### src/rtl/spec_readout_ctrl_pkg.sv
// spec_readout_ctrl_pkg: shared sizes, header magic, FSM states and pipeline tag
package spec_readout_ctrl_pkg;
  localparam int NofBits = 16;
  localparam int NofPoints = 1024;
  localparam int NofBins = 16;
  localparam int AddrW = 14;
  localparam int Words = NofPoints * NofBins;
  localparam logic [AddrW-1:0] LastAddr = AddrW'(Words - 1);
  localparam logic [15:0] HdrMagic = 16'hA55A;
  typedef enum logic [1:0] {IDLE = 2'd0, HDR = 2'd1, READ = 2'd2, DRAIN = 2'd3} state_t;
  typedef struct packed {
    logic vld;
    logic hdr;
    logic lst;
  } tag_t;
endpackage

### src/rtl/spec_readout_ctrl_bg_sub_sat.sv
// spec_readout_ctrl_bg_sub_sat: registered 32-bit subtract with floor at 0 and bypass
module spec_readout_ctrl_bg_sub_sat (
  input  logic        clk_i,
  input  logic        rst_n_i,
  input  logic        clr,
  input  logic        en,
  input  logic        sub,
  input  logic [31:0] a,
  input  logic [31:0] b,
  output logic [31:0] q
);
  // result is forced to 0 whenever no valid word is in this stage
  always_ff @(posedge clk_i or negedge rst_n_i)
    if (!rst_n_i) q <= '0;
    else q <= (clr || !en) ? '0 : sub ? ((a > b) ? a - b : '0) : a;
endmodule

### src/rtl/spec_readout_ctrl.sv
// spec_readout_ctrl: streams header plus every spectrum word out of DPRAM port B
module spec_readout_ctrl
  import spec_readout_ctrl_pkg::*;
#(
  parameter int RdLatency = 2
) (
  input  logic               clk_i,
  input  logic               rst_n_i,
  input  logic               start_i,
  input  logic               abort_i,
  input  logic               sub_bg_en_i,
  output logic [AddrW-1:0]   rd_addr_o,
  input  logic [31:0]        rd_data_i,
  output logic [9:0]         bg_addr_o,
  input  logic [31:0]        bg_data_i,
  output logic               port_sel_o,
  output logic               busy_o,
  output logic [NofBits-1:0] y0_o,
  output logic [NofBits-1:0] y0z_o,
  output logic               data_valid_o,
  output logic               frame_last_o,
  output logic               overrun_o
);
  localparam int DcW = $clog2(RdLatency + 1);
  state_t state, state_nx;
  logic [AddrW-1:0] addr;
  logic [DcW-1:0] drain_cnt;
  logic [15:0] frame_cnt;
  logic sub_bg, go, drain_done;
  tag_t pipe [RdLatency];
  tag_t tag_in, tag_out;
  logic [31:0] word;
  assign go = state == IDLE && start_i && !abort_i;
  assign drain_done = state == DRAIN && drain_cnt == DcW'(RdLatency);
  assign tag_out = pipe[RdLatency-1];
  assign busy_o = state != IDLE;
  assign port_sel_o = busy_o;
  assign rd_addr_o = addr;
  assign bg_addr_o = addr[9:0];
  assign y0_o = word[15:0];
  assign y0z_o = word[31:16];
  // next state; the header tag enters the pipe one cycle early so it lands right before word 0
  always_comb begin
    state_nx = abort_i ? IDLE
             : state == IDLE ? (go ? HDR : IDLE)
             : state == HDR ? READ
             : state == READ ? (addr == LastAddr ? DRAIN : READ)
             : (drain_done ? IDLE : DRAIN);
    tag_in = '{vld: go || state == HDR || state == READ, hdr: go, lst: state == READ && addr == LastAddr};
  end
  // state register
  always_ff @(posedge clk_i or negedge rst_n_i)
    if (!rst_n_i) state <= IDLE;
    else state <= state_nx;
  // address, drain, frame counters plus latched mode and sticky overrun
  always_ff @(posedge clk_i or negedge rst_n_i)
    if (!rst_n_i) begin
      addr <= '0;
      drain_cnt <= '0;
      frame_cnt <= '0;
      sub_bg <= 1'b0;
      overrun_o <= 1'b0;
    end else begin
      addr <= state_nx == READ ? addr + AddrW'(1) : state_nx == IDLE ? '0 : addr;
      drain_cnt <= state == DRAIN ? drain_cnt + DcW'(1) : '0;
      frame_cnt <= frame_cnt + 16'(drain_done && !abort_i);
      sub_bg <= go ? sub_bg_en_i : sub_bg;
      overrun_o <= overrun_o || (start_i && state != IDLE);
    end
  // valid/tag shift register matching the DPRAM read latency; abort flushes it
  always_ff @(posedge clk_i or negedge rst_n_i)
    if (!rst_n_i) begin
      for (int i = 0; i < RdLatency; i++) pipe[i] <= '0;
    end else begin
      pipe[0] <= abort_i ? '0 : tag_in;
      for (int i = 1; i < RdLatency; i++) pipe[i] <= abort_i ? '0 : pipe[i-1];
    end
  // output flags registered alongside the compute stage
  always_ff @(posedge clk_i or negedge rst_n_i)
    if (!rst_n_i) begin
      data_valid_o <= 1'b0;
      frame_last_o <= 1'b0;
    end else begin
      data_valid_o <= !abort_i && tag_out.vld;
      frame_last_o <= !abort_i && tag_out.lst;
    end
  spec_readout_ctrl_bg_sub_sat u_sub (
    .clk_i   (clk_i),
    .rst_n_i (rst_n_i),
    .clr     (abort_i),
    .en      (tag_out.vld),
    .sub     (sub_bg && !tag_out.hdr),
    .a       (tag_out.hdr ? {HdrMagic, frame_cnt} : rd_data_i),
    .b       (bg_data_i),
    .q       (word)
  );
endmodule

### config.mk
export PLATFORM = sky130hd
export DESIGN_NAME = spec_readout_ctrl
export DESIGN_NICKNAME = d
export VERILOG_FILES = /design/src/rtl/spec_readout_ctrl_pkg.sv /design/src/rtl/spec_readout_ctrl_bg_sub_sat.sv /design/src/rtl/spec_readout_ctrl.sv
export SDC_FILE = /design/constraint.sdc
export NUM_CORES = 1
export LEC_CHECK = 0
export ABC_AREA = 1
export CORE_ASPECT_RATIO = 1.2
export CORE_UTILIZATION = 40
export DETAILED_ROUTE_END_ITERATION = 8
export GPL_TIMING_DRIVEN = 0
export PLACE_DENSITY = 0.68
export SLEW_MARGIN = 10
export SYNTH_ARGS = -nofsm -noshare
export SYNTH_HDL_FRONTEND = slang
export SYNTH_SLANG_ARGS = --single-unit
### constraint.sdc
create_clock -name clk_i -period 7.7 [get_ports clk_i]
set_clock_uncertainty 0.2 [all_clocks]
set_input_delay 1.155 -clock clk_i [delete_from_list [all_inputs] [get_ports clk_i]]
set_output_delay 1.155 -clock clk_i [all_outputs]
set_load 0.02 [all_outputs]
### Word-level counts from Yosys, hierarchy flattened

Index checks and enable logic that the tools add are counted.

* flip-flop bits (word level): 76
* RAM bits: 0
* logic and storage cells: 62
* latch bits: 0
* output and inout bits: 61
* bits of input ports: 69
* memories: 0
* bits in read-only memories: 0

* add/subtract/negate cells: 4
* magnitude comparators: 1
* equality and inequality tests: 6
* mux-type cells: 16
* shift operators: 0
* bitwise operators: 0
* div/mod/pow operators: 0
* reduce and logical (&&, ||, !) cells: 20
* $mul: 0

Operators by type and width (number)
* 2-to-1 mux 32 bit: 4
* > comparator 32 bit: 1
* subtractor 32 bit: 1
* 2-to-1 mux 14 bit: 2
* adder 16 x 1 -> 16 bit: 1
* adder 14 x 1 -> 14 bit (second input constant): 1
* equality test 14 bit (second input constant): 1
* 2-to-1 mux 2 bit: 6
* logical AND 1 bit: 9
* equality test 2 bit (second input constant): 4
* 2-to-1 mux 3 bit: 2
* zero test 2 bit: 2
* logical OR 1 bit: 4
* nonzero test 2 bit: 2
* zero test 1 bit: 3
* adder 2 x 1 -> 2 bit (second input constant): 1
* equality test 2 x 1 -> 1 bit (second input constant): 1
* 2-to-1 mux 1 bit: 2

### Longest topological paths before layout

Gate-level depths: netlist of the first run.

* depth after elaboration: 10
* depth in mapped cells: 19
* mapped depth without buffers: 18

### Cells and area by module

Synthesis of the first run repeated with hierarchy kept, for this count alone.

* cells, all modules: 1038
* area, all modules: 6546.3 um^2

Modules (own cells, without submodules)
* spec_readout_ctrl_bg_sub_sat: times used 1, cells an instance 735, seq. area each 800.8 um^2, area an instance 4050.1 um^2
* spec_readout_ctrl: times used 1, cells an instance 303, seq. area each 1101.1 um^2, area an instance 2496.1 um^2

### Worst setup path after synthesis of the first run

OpenSTA, ideal clock, no wires.

* path kind: input to register
* start: input port rd_data_i[0]
* end: register u_sub.q[20]
* arrival time: 2.951 ns
* library setup time: 0.074 ns
* data required time: 7.426 ns
* stages on the path: 16
* setup slack: 4.474 ns
* path buffers: 2
* path through: mux2i_1 -> ha_1 -> fa_1 -> inv_1 -> nand3_1 -> nand2_2 -> nand2_1 -> nand2_2 -> nand2_1 -> nand2_2 -> nand2_2 -> a21oi_2 -> buf_6 -> buf_12 -> nand3_2 -> a21oi_2

* cells in the longest elaborated chain, start to end: 5
* elaborated cells on any way between the ends: 6
* classes of those cells: 1 x add/sub; 1 x order compare; 4 x mux

Ends and longest elaborated chain
* start, declared: line spec_readout_ctrl.sv:13 `input logic [31:0] rd_data_i,`
* 2-to-1 mux 32 bit (*): line spec_readout_ctrl.sv:93 `.a (tag_out.hdr ? {HdrMagic, frame_cnt} : rd_data_i),`
* subtractor 32 bit / > comparator 32 bit (equally long branches): line spec_readout_ctrl_bg_sub_sat.sv:15 `else q <= (clr || !en) ? '0 : sub ? ((a > b) ? a - b : '0) : a;`
* 2-to-1 mux 32 bit (*) (3 in series): line spec_readout_ctrl_bg_sub_sat.sv:15
* end signal, assigned: line spec_readout_ctrl_bg_sub_sat.sv:15
* end, declared: line spec_readout_ctrl_bg_sub_sat.sv:10 `output logic [31:0] q`

Mark *: on every way between the ends. The rest lies on a longest branch, timed or not.
A chain may end at the register's enable or synchronous reset.

### Final worst setup path of the first run

* start: register pipe[1] in the netlist's numbering
* end: register u_sub.q[3]

* cells in the longest elaborated chain, start to end: 5
* elaborated cells on any way between the ends: 8
* classes of those cells: 1 x add/sub; 1 x order compare; 4 x mux; 2 x reduce/logical

Ends and longest elaborated chain
* start, declared: line spec_readout_ctrl.sv:30 `tag_t pipe [RdLatency];`
* 2-to-1 mux 32 bit: line spec_readout_ctrl.sv:93
* subtractor 32 bit / > comparator 32 bit (equally long branches): line spec_readout_ctrl_bg_sub_sat.sv:15
* 2-to-1 mux 32 bit: line spec_readout_ctrl_bg_sub_sat.sv:15
* 2-to-1 mux 32 bit (*) (2 in series): line spec_readout_ctrl_bg_sub_sat.sv:15

Marked as above.

==> impl_metrics.json, run 1 <==
{
  "slowest_stage": "buf_1",
  "nets": 1249,
  "wl_microns": 19100,
  "final_cells": 1354,
  "post_cts_buffers": 0,
  "path_cells": "clkbuf_1 -> buf_1 -> nor2_1 -> ha_1 -> nand2_1 -> nor2_2 -> inv_2 -> nor2_4 -> nand2_1 -> clkinv_1 -> nand2_2 -> a21oi_2 -> buf_2 -> nand2_1 -> a21oi_1",
  "placedCellCount": 1338,
  "cts_resized": 0,
  "place_ws_ps": 3530,
  "grt_pass1_vias": 6284,
  "grt_max_degree": 44,
  "maxCapViolations": 0,
  "synth_common_cells": "nand2_1 (317), inv_1 (180), dfrtp_1 (76)",
  "path_buf_inv": 5,
  "slew_violations": 0,
  "multiInputGateArea_sq_mm": 0.00370,
  "syn_avg_cell_area_sq_um": 6.51,
  "hp-class": "reg -> reg",
  "crit_family": "buffers and inverters",
  "regArea_sq_mm": 0.00190,
  "ios": 130,
  "port_buffers": 129,
  "area_growth_pct": 29.0,
  "synth_top_area_share": 0.292,
  "die_height_microns": 142,
  "clk_pin_slew_worst_paths_ps": 60,
  "grt-ovfl-total": 0,
  "ys.flop_type": "dfrtp_1",
  "htree_levels": 3,
  "critPathKind": "reg -> reg",
  "routed-via-count": 6411,
  "critPathMaxFanout": 10,
  "critical_path.max_stage_delay_ps": 560,
  "setup_violations": 0,
  "synthDistinctLibCells": 40,
  "core_sq_mm": 0.0158,
  "cts_buffers": 9,
  "firstDrtPassIters": 5,
  "fillers": 1636,
  "ant_nets": 0,
  "hold_viol": 0,
  "rsz0062_at_grt": "no",
  "clockBufferDepth": 2,
  "pwr_density_cell_mw_per_mm2": 154,
  "relSlewSlack": 0.544,
  "syn_nets": 1108,
  "synth_cells": 1000,
  "fp.dieW_microns": 118,
  "synth_edf_count": 0,
  "outcome": "complete, no violations",
  "totalPowerFinal_uw": 1290,
  "layout_setup_ws_ps": 3810,
  "grt_pass1_wl_microns": 30900,
  "rows": 50,
  "min_period_over_period": 0.505,
  "ys.warnings.count": 0,
  "crit_path_start_kind": "flop",
  "antenna_cells": 0,
  "tightest_slew_ps": 684,
  "start_util": 0.413,
  "cts_sinks": 76,
  "gp_routability_congestion": 0.927,
  "utilization": 0.533,
  "drive_gt1_frac": 0.0899,
  "synth_top_area_cell": "dfrtp_1",
  "root_buffer": "clkbuf_16",
  "synth.cell_area_sq_mm": 0.00651,
  "drc": 0,
  "track_usage": 0.238,
  "synth_most_common_cell": "nand2_1",
  "cts_tree": "yes",
  "fmax_ghz": 0.257,
  "antenna_found_initial": 0,
  "ys_ff_latch": 76,
  "dieArea_sq_mm": 0.0168,
  "drt_iter0_markers": 276,
  "critPathMostFrequentCell": "nand2_1",
  "leakage_uw": 0.00451,
  "hpwl_microns": 15500,
  "period_needed_ps": 3890,
  "wire_per_inst_microns": 14.1,
  "fin_setup_tns_ps": 0,
  "worstPathArrival_ps": 3930,
  "vias_per_cell": 4.73,
  "clock_latency_ps": 350,
  "end_kind": "flop",
  "cts.hold.buffers_added": 0,
  "peakVddDrop_v": 0.0000824,
  "synth.area.top_cells": "dfrtp_1 (29%), nand2_1 (18%), inv_1 (10%)",
  "cp.required_ps": 7740,
  "yosysSeqAreaShare": 0.292,
  "ys_async_sr_fraction": 1.00
}
==> sequential cells by signal, indices dropped and copies added (netlist names) <==
register and cells:
frame_last_o 1, frame_cnt 16, data_valid_o 1, u_sub.q 32, sub_bg 1, state 2, rd_addr_o 14, pipe 6
overrun_o 1, drain_cnt 2
==> per-stage QoR <==
step / hold slack (ps) / area (sq um)
after floorplan: 203 / 6510
after global placement: 216 / 8060
after detailed placement: 222 / 8080
after CTS: 231 / 8400
after global routing: 249 / 8400
final: 230 / 8400
==> area by class of cell <==
cell class                      count  share of cell area
Clock buffer                       10              0.0285
Tap cell                          208              0.0310
Clock inverter                      6             0.00864
Multi-Input combinational cell    704               0.441
Buffer                             31              0.0231
Timing Repair Buffer              130               0.157
Sequential cell                    76               0.227
Inverter                          189              0.0845
==> power breakdown <==
part	internal [uW]	leakage [uW]	switching [uW]
clock network	263	0.000143	188
logic	158	0.00335	265
registers	411	0.00101	4.86
==> placed cells by master (no fill, tap or decap), types with 5 or more instances in the layout <==
cell and instances:
nand2_1 317, inv_1 180, clkdlybuf4s50_1 128, dfrtp_1 76
nor2_1 72, nand3_1 53, a21oi_1 45, ha_1 38
o21ai_0 37, nand4_1 24, or2_2 22, xor2_1 20
clkbuf_1 12, buf_4 12, a21oi_2 11, nand3_2 11
nor3_1 9, clkbuf_16 9, inv_2 8, xnor2_1 7
nand3b_1 7, nand2_2 5
==> worst register-to-register path: cells and delay by family, from the launching register on <==
kind            cells  cell delay [ps]
flops               1              350
buf+inv             5             1470
simple gates        7              890
compound gates      2              400
fa+ha+maj           1              480
==> cell families (layout without fill, tap and decap cells) <==
group | after synthesis | after routing | synth area share
buffers and inverters | 220 | 366 | 0.139
adder cells (fa/ha/maj) | 39 | 39 | 0.0761
multiplexers | 1 | 1 | 0.00154
XOR/XNOR | 27 | 27 | 0.0363
AO/OA/AOI/OAI | 100 | 100 | 0.0850
AND/OR/NAND/NOR | 537 | 537 | 0.370
flip-flops | 76 | 76 | 0.292
==> final timing paths <==
check / startpoint / endpoint / slack, ps / depth (start not counted)
max in group asynchronous: rst_n_i / pipe[5]$_DFF_PN0_ / 6150 / 2
worst min-delay path: drain_cnt[0]$_DFF_PN0_ / drain_cnt[0]$_DFF_PN0_ / 230 / 1
worst max register to register: pipe[1]$_DFF_PN0_ / u_sub.q[3]$_DFF_PN0_ / 3810 / 15
min in group asynchronous: rst_n_i / u_sub.q[19]$_DFF_PN0_ / 560 / 1
worst min register to register: drain_cnt[0]$_DFF_PN0_ / drain_cnt[0]$_DFF_PN0_ / 230 / 1
worst max-delay path: pipe[1]$_DFF_PN0_ / u_sub.q[3]$_DFF_PN0_ / 3810 / 15
==> layer usage <==
layer	wire length (microns)	GRT usage	share of wire	up-vias
li1	-	-	-	3372
met5	0	0	0	-
met4	564	0.101	0.030	0
met2	9460	0.428	0.50	151
met3	771	0.0269	0.040	29
met1	8290	0.289	0.43	2859
Power figures use the tool's default switching activity.
==> inputs of run 2 (changes only) <==
Clock period 7.7 ns to 4 ns, I/O delays scaled along.
==> run 2 against run 1 <==
  * Clock power increased by 93%
  * Sequential share of layout area is essentially flat
  * Power grew 93%
  * Non-clock buffer count down 1
  * Routed wire length is 0.23% higher
  * Global-route usage is the same
  * Sequential cell count unchanged
  * Largest power group unchanged
==> impl_metrics.json, run 2 (same netlist as run 1, synthesis figures left out) <==
{
  "grt_pass1_vias": 6284,
  "clockBufferDepth": 2,
  "final_cell_mix": "nand2_1 (317), inv_1 (180), clkdlybuf4s50_1 (128)",
  "wire_per_inst_microns": 14.1,
  "setup_violations": 0,
  "totalPowerFinal_uw": 2480,
  "routed-via-count": 6483,
  "peakVddDrop_v": 0.000157,
  "grt_max_degree": 44,
  "hpwl_microns": 15500,
  "slew_violations": 0,
  "grt-ovfl-total": 0,
  "drc": 0,
  "vias_per_cell": 4.79,
  "maxCapViolations": 0,
  "cts_sinks": 76,
  "firstDrtPassIters": 7,
  "critPathMaxFanout": 11,
  "relSlewSlack": 0.540,
  "crit_path_start_kind": "flop",
  "root_buffer": "clkbuf_16",
  "end_kind": "flop",
  "final_common_cell": "nand2_1",
  "tightest_slew_ps": 690,
  "finalHoldWorstSlack_ps": 9.83,
  "nets": 1248,
  "drive_gt1_frac": 0.0908,
  "rows": 50,
  "critPathKind": "reg -> reg",
  "period_needed_ps": 3520,
  "htree_levels": 3,
  "drt_iter0_markers": 313,
  "fp.dieW_microns": 118,
  "ant_nets": 0,
  "ios": 130,
  "fillers": 1634,
  "clock_latency_ps": 350,
  "min_period_over_period": 0.881,
  "worstPathArrival_ps": 3560,
  "gp_routability_congestion": 0.927,
  "wl_microns": 19100,
  "pwr_density_cell_mw_per_mm2": 296,
  "grt_pass1_wl_microns": 30900,
  "cts.hold.buffers_added": 0,
  "r2r_end": "u_sub.q[3]$_DFF_PN0_",
  "die_height_microns": 142,
  "dieArea_sq_mm": 0.0168,
  "cp.required_ps": 4040,
  "fmax_ghz": 0.284,
  "ff2ff_path_depth": 14,
  "start_util": 0.413,
  "core_sq_mm": 0.0158,
  "largest_register": "u_sub.q",
  "regArea_sq_mm": 0.00190,
  "antenna_found_initial": 0,
  "multiInputGateArea_sq_mm": 0.00370,
  "hp-class": "in -> async",
  "clk_pin_slew_worst_paths_ps": 60,
  "hold_viol": 0,
  "antenna_cells": 0,
  "rrSetupSlack_ps": 480,
  "outcome": "complete, no violations",
  "largest_register_ffs": 32,
  "leakage_uw": 0.00451,
  "area_growth_pct": 29.0,
  "track_usage": 0.238,
  "cts_buffers": 9,
  "cts_tree": "yes",
  "worstReg2RegStart": "pipe[1]$_DFF_PN0_",
  "rsz0062_at_grt": "no",
  "port_buffers": 129
}
-- run 2: cell type report --
class	instances	area share
tap	208	0.0310
sequential	76	0.227
clock buffer	10	0.0285
inverter	189	0.0845
multi-input combinational	704	0.441
clock inverter	6	0.00865
buffer	30	0.0228
timing repair buffer	130	0.157
-- run 2: layer usage --
metal | up-vias | track usage | wire length, microns
li1 | 3370 | - | -
met1 | 2910 | 0.289 | 8340
met2 | 168 | 0.428 | 9480
met3 | 35 | 0.0269 | 722
met4 | 0 | 0.101 | 585
met5 | - | 0 | 0
-- run 2: metrics by stage --
| stage | cells | setup TNS, ps | area, sq um | setup WS (ps) | utilization |
|---|---|---|---|---|---|
| after detailed placement | 1338 | 0 | 8080 | 3.94 | 0.513 |
| after floorplan | 1000 | 0 | 6510 | 1230 | - |
| after global placement | 1337 | -51510 | 8060 | -685 | 0.511 |
| final | 1353 | 0 | 8390 | 476 | 0.532 |
| after CTS | 1354 | 0 | 8400 | 214 | 0.533 |
| after global routing | 1353 | 0 | 8390 | 87.9 | 0.532 |
-- run 2: worst max-delay path: stages (launching register included) --
cell and delay (ps):
dfrtp_1 570, clkbuf_1 400, or2_2 410, ha_1 390, nand2_1 120, inv_2 70, nand2_1 110, nor3_2 170
nand2_1 100, clkinv_1 60, nand2_2 60, a21oi_2 150, buf_2 270, nand2_1 80, a21oi_1 250
-- run 2: power breakdown --
| part | leakage (uW) | total, uW | switching, uW | internal (uW) |
|---|---|---|---|---|
| Clock | 0.000143 | 867 | 361 | 506 |
| Sequential | 0.00101 | 802 | 11.1 | 791 |
| Combinational | 0.00336 | 814 | 510 | 304 |
| Total | 0.00451 | 2480 | 881 | 1600 |
-- run 2: worst max-delay path by stage --
stage,slack [ps],from,cells after the start,endpoint
floorplan,1230,pipe[1]$_DFF_PN0_,16,u_sub.q[20]$_DFF_PN0_
global placement,-680,rst_n_i,1,rd_addr_o[7]$_DFFE_PN0P_
detailed placement,4,pipe[1]$_DFF_PN0_,15,u_sub.q[3]$_DFF_PN0_
CTS,210,pipe[1]$_DFF_PN0_,17,u_sub.q[3]$_DFF_PN0_
global route,90,pipe[1]$_DFF_PN0_,16,u_sub.q[3]$_DFF_PN0_
finish,480,pipe[1]$_DFF_PN0_,14,u_sub.q[3]$_DFF_PN0_
-- run 2: what timing repair did --
action	CTS	global route
buffers inserted	0	0
resized for setup	1	0
setup endpoints to repair	1	3
